File: src/rtl/cntr_pkg.sv
// Shared definitions for the arbitrated run counter: FSM states, default sizes
// and a select-width helper.
package cntr_pkg;

    localparam int DEF_NREQ = 4;
    localparam int DEF_CW   = 4;

    typedef enum logic [1:0] {
        IDLE = 2'd0,
        RUN  = 2'd1,
        DONE = 2'd2
    } state_e;

    // Index width for a requester number; a single requester still needs one bit.
    function automatic int sel_w(input int n);
        return (n > 1) ? $clog2(n) : 1;
    endfunction

endpackage

File: src/rtl/cntr_arb_if.sv
// Requester-side bus of cntr_arb: level requests and terminal counts in,
// grant, busy, shared count and completion pulses out.
interface cntr_arb_if
    import cntr_pkg::*;
#(
    parameter int NREQ = DEF_NREQ,
    parameter int CW   = DEF_CW
);

    logic [NREQ-1:0]    req;
    logic [NREQ*CW-1:0] len;
    logic [NREQ-1:0]    gnt;
    logic               busy;
    logic [CW-1:0]      count;
    logic [NREQ-1:0]    done;

    modport master (output req, len, input gnt, busy, count, done);
    modport slave  (input req, len, output gnt, busy, count, done);

endinterface

File: src/rtl/cntr_core.sv
// Shared counter datapath: terminal register, clear/enable counter and the
// terminal compare. The counter saturates at the terminal and never wraps.
module cntr_core
    import cntr_pkg::*;
#(
    parameter int CW = DEF_CW
) (
    input  logic          clk,
    input  logic          rst,
    input  logic          clr_i,
    input  logic          en_i,
    input  logic          load_i,
    input  logic [CW-1:0] term_i,
    output logic [CW-1:0] count_o,
    output logic          at_term_o
);

    logic [CW-1:0] count_q, count_d;
    logic [CW-1:0] term_q, term_d;

    assign at_term_o = (count_q == term_q);
    assign count_o   = count_q;

    always_comb begin
        term_d  = load_i ? term_i : term_q;
        count_d = count_q;
        if (clr_i) begin
            count_d = '0;
        end else if (en_i && !at_term_o) begin
            count_d = count_q + CW'(1);
        end
    end

    always_ff @(posedge clk or posedge rst) begin
        if (rst) begin
            count_q <= '0;
            term_q  <= '0;
        end else begin
            count_q <= count_d;
            term_q  <= term_d;
        end
    end

endmodule

File: src/rtl/cntr_arb.sv
// Round-robin arbiter granting one requester at a time a counting run from 0
// up to that requester's terminal value, with abort on request withdrawal.
module cntr_arb
    import cntr_pkg::*;
#(
    parameter int NREQ = DEF_NREQ,
    parameter int CW   = DEF_CW
) (
    input  logic       clk,
    input  logic       rst,
    cntr_arb_if.slave  bus
);

    localparam int SW = sel_w(NREQ);

    state_e          state_q, state_d;
    logic [SW-1:0]   sel_q, sel_d;
    logic [SW-1:0]   last_q, last_d;
    logic [NREQ-1:0] gnt_q, gnt_d;
    logic [NREQ-1:0] done_q, done_d;

    logic [SW-1:0]   pick_idx;
    logic [SW-1:0]   cand;
    logic            pick_valid;
    logic [NREQ-1:0] pick_oh;
    logic [CW-1:0]   len_arr [NREQ];
    logic [CW-1:0]   term_sel;

    logic            core_clr, core_en, core_load, at_term;
    logic [CW-1:0]   count;

    genvar gi;
    generate
        for (gi = 0; gi < NREQ; gi++) begin : g_req
            assign len_arr[gi] = bus.len[gi*CW +: CW];
            assign pick_oh[gi] = (pick_idx == SW'(gi));
        end
    endgenerate

    assign term_sel = len_arr[pick_idx];

    // Search starts just after the previous grantee so every requester gets a turn.
    always_comb begin
        pick_valid = 1'b0;
        pick_idx   = '0;
        cand       = '0;
        for (int k = 1; k <= NREQ; k++) begin
            cand = SW'((int'(last_q) + k) % NREQ);
            if (!pick_valid && bus.req[cand]) begin
                pick_valid = 1'b1;
                pick_idx   = cand;
            end
        end
    end

    always_comb begin
        state_d   = state_q;
        sel_d     = sel_q;
        last_d    = last_q;
        gnt_d     = gnt_q;
        done_d    = '0;
        core_clr  = 1'b0;
        core_en   = 1'b0;
        core_load = 1'b0;
        case (state_q)
            IDLE: begin
                if (pick_valid) begin
                    state_d   = RUN;
                    sel_d     = pick_idx;
                    gnt_d     = pick_oh;
                    core_clr  = 1'b1;
                    core_load = 1'b1;
                end
            end
            RUN: begin
                // Withdrawal wins over completion: an aborted run never pulses done.
                if (!bus.req[sel_q]) begin
                    state_d = IDLE;
                    gnt_d   = '0;
                    last_d  = sel_q;
                end else if (at_term) begin
                    state_d = DONE;
                    gnt_d   = '0;
                    done_d  = gnt_q;
                end else begin
                    core_en = 1'b1;
                end
            end
            DONE: begin
                state_d = IDLE;
                last_d  = sel_q;
            end
            default: begin
                state_d = IDLE;
                gnt_d   = '0;
            end
        endcase
    end

    always_ff @(posedge clk or posedge rst) begin
        if (rst) begin
            state_q <= IDLE;
            sel_q   <= '0;
            last_q  <= SW'(NREQ - 1);
            gnt_q   <= '0;
            done_q  <= '0;
        end else begin
            state_q <= state_d;
            sel_q   <= sel_d;
            last_q  <= last_d;
            gnt_q   <= gnt_d;
            done_q  <= done_d;
        end
    end

    cntr_core #(
        .CW(CW)
    ) u_core (
        .clk       (clk),
        .rst       (rst),
        .clr_i     (core_clr),
        .en_i      (core_en),
        .load_i    (core_load),
        .term_i    (term_sel),
        .count_o   (count),
        .at_term_o (at_term)
    );

    assign bus.gnt   = gnt_q;
    assign bus.done  = done_q;
    assign bus.busy  = (state_q == RUN);
    assign bus.count = count;

endmodule

File: src/flat_wrapper.sv
// flat-port wrapper written by rule: the top's interface ports become plain ports
module cntr_arb_flat import cntr_pkg::*;
#(
    parameter int NREQ = DEF_NREQ,
    parameter int CW   = DEF_CW
)
  (clk, rst, bus_req, bus_len, bus_gnt, bus_busy, bus_count, bus_done);
  cntr_arb_if #(.NREQ(NREQ), .CW(CW)) bus_i ();
  input  logic clk;
  input  logic rst;
  input wire logic [$bits(bus_i.req)-1:0] bus_req;
  input wire logic [$bits(bus_i.len)-1:0] bus_len;
  output wire logic [$bits(bus_i.gnt)-1:0] bus_gnt;
  output wire logic [$bits(bus_i.busy)-1:0] bus_busy;
  output wire logic [$bits(bus_i.count)-1:0] bus_count;
  output wire logic [$bits(bus_i.done)-1:0] bus_done;
  assign bus_i.req = bus_req;
  assign bus_i.len = bus_len;
  assign bus_gnt = bus_i.gnt;
  assign bus_busy = bus_i.busy;
  assign bus_count = bus_i.count;
  assign bus_done = bus_i.done;
  cntr_arb #(.NREQ(NREQ), .CW(CW)) u_core (.clk(clk), .rst(rst), .bus(bus_i));
endmodule
File: config.mk
export PLATFORM = sky130hd
export DESIGN_NAME = cntr_arb_flat
export DESIGN_NICKNAME = d
export VERILOG_FILES = /design/src/rtl/cntr_pkg.sv /design/src/rtl/cntr_arb_if.sv /design/src/rtl/cntr_core.sv /design/src/rtl/cntr_arb.sv /design/src/flat_wrapper.sv
export SDC_FILE = /design/constraint.sdc
export NUM_CORES = 1
export LEC_CHECK = 0
export ABC_CLOCK_PERIOD_IN_PS = 1800
export CAP_MARGIN = 20
export CORE_MARGIN = 5
export CORE_UTILIZATION = 30
export DETAILED_ROUTE_END_ITERATION = 8
export GPL_ROUTABILITY_DRIVEN = 0
export GPL_TIMING_DRIVEN = 0
export SLEW_MARGIN = 20
export SYNTH_ARGS = -nofsm -noshare
export SYNTH_HDL_FRONTEND = slang
export SYNTH_SLANG_ARGS = --single-unit
File: constraint.sdc
create_clock -name clk -period 1.8 [get_ports clk]
set_input_delay 0.36 -clock clk [delete_from_list [all_inputs] [get_ports clk]]
set_output_delay 0.36 -clock clk [all_outputs]
set_load 0.01 [all_outputs]
==> results.py <==
metrics = {
    "status": {
        "status": "finished clean",
    },
    "clock_tree": {
        "cts-root-buf": "clkbuf_8",
        "path_clk_slew_ns": 0.08,
        "cts_tree": "built",
        "clkSinkCount": 22,
        "htree_levels": 1,
        "clk_path_buf_depth": 2,
        "hold_buffers": 0,
        "cts_made_buffers": 3,
        "insertion_delay_ns": 0.26,
    },
    "floorplan": {
        "dieArea_um2": 5430,
        "fp.dieH_um": 73.7,
        "fp-row-count": 23,
        "die_w_um": 73.7,
        "start_util_pct": 30.7,
        "top_level_ports": 35,
        "design.core.area_um2": 3970,
    },
    "timing": {
        "hold_violations": 0,
        "fin_skew_ns": 0.00400,
        "tightest_slew_ns": 0.833,
        "finalSetupViolCount": 0,
        "post-route-period-util_pct": 93.1,
        "slew_headroom_pct": 44.4,
        "tns_ns": 0,
        "period_minus_slack_ns": 1.68,
        "fin_ws_ns": 0.124,
        "slew_viol_final": 0,
        "fmax_mhz": 597,
        "hold_ws_ns": 0.518,
        "rsz0062_at_grt": "no",
    },
    "synth": {
        "ys_seq_area_share_pct": 45.4,
        "syn_inst": 117,
        "synth_area_um2": 1220,
        "synth_top_cell_area_share_pct": 41.1,
        "synth_top_area_cell": "dfrtp_1",
        "ys.warnings.count": 0,
        "ys_ff_latch": 22,
        "syn_area_per_cell_um2": 10.4,
        "syn_nets": 140,
        "synth_cell_type_count": 35,
        "synth.area.top_cells": "dfrtp_1 (41%), mux2i_1 (5.8%), dfstp_2 (4.3%)",
    },
    "critical_path": {
        "worstSetupPathType": "flip-flop to flip-flop",
        "cp_slowest_cell": "dfstp_2",
        "critPathRequiredTime_ns": 1.94,
        "max_stage_delay_ns": 0.57,
        "cp.arrival_ns": 1.82,
        "crit_buf_inv": 1,
        "rrSetupSlack_ns": 0.12,
        "worstPathMaxFanout": 10,
        "path_delay_family": "flip-flops",
        "r2r_start": "u_core.last_q[0]$_DFFE_PP1P_",
        "rr_worst_depth": 6,
        "path_cells": "nand2b_1, a21o_2, and3_4, buf_12, mux2i_1, a211oi_2",
        "r2r-end": "u_core.u_core.term_q[2]$_DFFE_PP0P_",
        "startpoint_type": "flip-flop",
        "endpoint_kind": "flip-flop",
    },
    "layout": {
        "finalNetCount": 180,
        "final_area_um2": 1720,
        "final_cell_mix": "clkdlybuf4s50_1 (29), dfrtp_1 (18), nand2_1 (10)",
        "post-route-util_pct": 43.3,
        "layoutNonFillerInstCount": 206,
        "drive_above_1_share_pct": 16.7,
        "antenna_cells": 0,
        "mostFrequentLayoutCell": "clkdlybuf4s50_1",
        "area_delta_synth_final_pct": 41.3,
    },
    "placed_design": {
        "dpl_cell_area_um2": 1620,
        "portBuffers": 34,
        "dp_worst_setup_slack_ns": -0.449,
        "dp_cells": 201,
        "hpwlAfterDp_um": 2130,
    },
    "routing": {
        "firstDrtPassIters": 4,
        "drt_wl_total_um": 2730,
        "vias_per_cell": 4.95,
        "via_count": 1020,
        "avgRoutedWirePerCell_um": 13.3,
        "drc": 0,
        "drtIter0Drc": 62,
        "antenna_left": 0,
    },
    "grt": {
        "grt.total_usage_pct": 11.2,
        "grt_max_degree": 23,
        "grt_overflow": 0,
        "grt_first_pass_wirelength_um": 4800,
        "grt_pass1_vias": 1020,
        "antenna_found_initial": 0,
    },
    "min_path": {
        "whs_path_depth": 1,
        "min_to": "u_core.bus.done[3]$_DFF_PP0_",
        "hp-class": "flip-flop to flip-flop",
        "hp-start": "u_core.bus.gnt[3]$_DFFE_PP0P_",
    },
    "power_and_ir_drop": {
        "p_leak_nw": 0.745,
        "power_mw": 2.43,
        "pwr_density_cell_nw_per_um2": 1410,
        "max-vdd-ir-drop_uv": 626,
    },
    "run": {
        "drv_cap": 0,
    },
}
[metal layers]
metal | part of all wire, % | GRT usage (%) | vias to the layer above
met3 | 6.0 | 1.92 | 4
met1 | 45 | 15.3 | 485
li1 | - | - | 493
met5 | 0 | 0 | -
met2 | 47 | 17.9 | 38
met4 | 1.3 | 3.42 | 0
[final cells by class]
| class | count | area, um2 |
|---|---|---|
| Buffer | 2 | 27.5 |
| Sequential cell | 22 | 556 |
| Clock buffer | 3 | 41.3 |
| Timing Repair Buffer | 35 | 345 |
| Inverter | 8 | 30.0 |
| Fill cell | 378 | 2250 |
| Multi-Input combinational cell | 85 | 628 |
| Clock inverter | 1 | 30.0 |
| Tap cell | 50 | 62.6 |
[cells in the mapped netlist]
library cell,n
a31oi_1,4
o21ai_1,7
o221a_2,1
or3_1,1
nand2_1,10
a22oi_1,2
mux2i_1,7
and2_1,4
nor2b_4,1
o21ai_4,1
mux4_2,1
a211oi_1,6
xnor2_1,5
a21o_2,1
ha_1,1
a21oi_2,1
buf_4,1
nor2_1,9
inv_1,8
nor3_2,1
and3_4,1
or2_1,1
o21ai_0,2
nor4_2,1
a211oi_2,2
buf_12,1
nand4_1,2
mux2_1,2
dfstp_2,2
a21oi_1,1
nor2b_1,4
or2_2,2
nand3_1,1
dfrtp_1,20
nand2b_1,3
[report_power, final]
part | internal [mW] | switching [mW] | leakage [nW] | total, mW
Clock | 0.297 | 0.165 | 0.0357 | 0.462
Sequential | 0.678 | 0.161 | 0.276 | 0.839
Combinational | 0.585 | 0.546 | 0.433 | 1.13
[sequential cells by signal (all words and copies together) (netlist names)]
| name | cells |
|---|---|
| u_core.state_q | 2 |
| u_core.last_q | 2 |
| u_core.bus.gnt | 4 |
| u_core.u_core.count_o | 4 |
| u_core.u_core.term_q | 4 |
| u_core.sel_q | 2 |
| u_core.bus.done | 4 |
[kinds of logic (layout without fill, tap and decap cells)]
family	Yosys count	count (layout)	share of synthesized area [%]
XOR/XNOR	5	5	3.60
multiplexers	10	10	9.46
adder cells (fa/ha/maj)	1	1	1.03
flip-flops	22	22	45.4
buffers and inverters	10	49	4.73
AO/OA/AOI/OAI	28	28	16.9
AND/OR/NAND/NOR	41	41	18.9
[worst reg2reg max path, cell delays in order, from the launching register on]
cell,delay [ns]
dfstp_2,0.57
nand2b_1,0.13
a21o_2,0.18
and3_4,0.22
buf_12,0.14
mux2i_1,0.22
a211oi_2,0.09
[worst max path at each step]
stage	to	slack (ns)	startpoint	cells after the start
4_1_cts	bus_busy	0.008	u_core.state_q[1]$_DFFE_PP0P_	2
6_report	u_core.u_core.term_q[2]$_DFFE_PP0P_	0.12	u_core.last_q[0]$_DFFE_PP1P_	6
3_3_place_gp	u_core.u_core.term_q[1]$_DFFE_PP0P_	-0.38	bus_req[3]	6
2_1_floorplan	u_core.u_core.term_q[2]$_DFFE_PP0P_	0.26	u_core.last_q[0]$_DFFE_PP1P_	6
3_5_place_dp	u_core.u_core.term_q[2]$_DFFE_PP0P_	-0.45	bus_req[3]	6
5_1_grt	u_core.u_core.term_q[1]$_DFFE_PP0P_	0.02	u_core.last_q[1]$_DFFE_PP1P_	5
[repair_timing]
item | in CTS | in global routing
buffers inserted | 1 | 0
cloned | 0 | 0
setup endpoints to repair | 7 | 1
gates resized for setup | 10 | 1
Power figures use the tool's default switching activity.
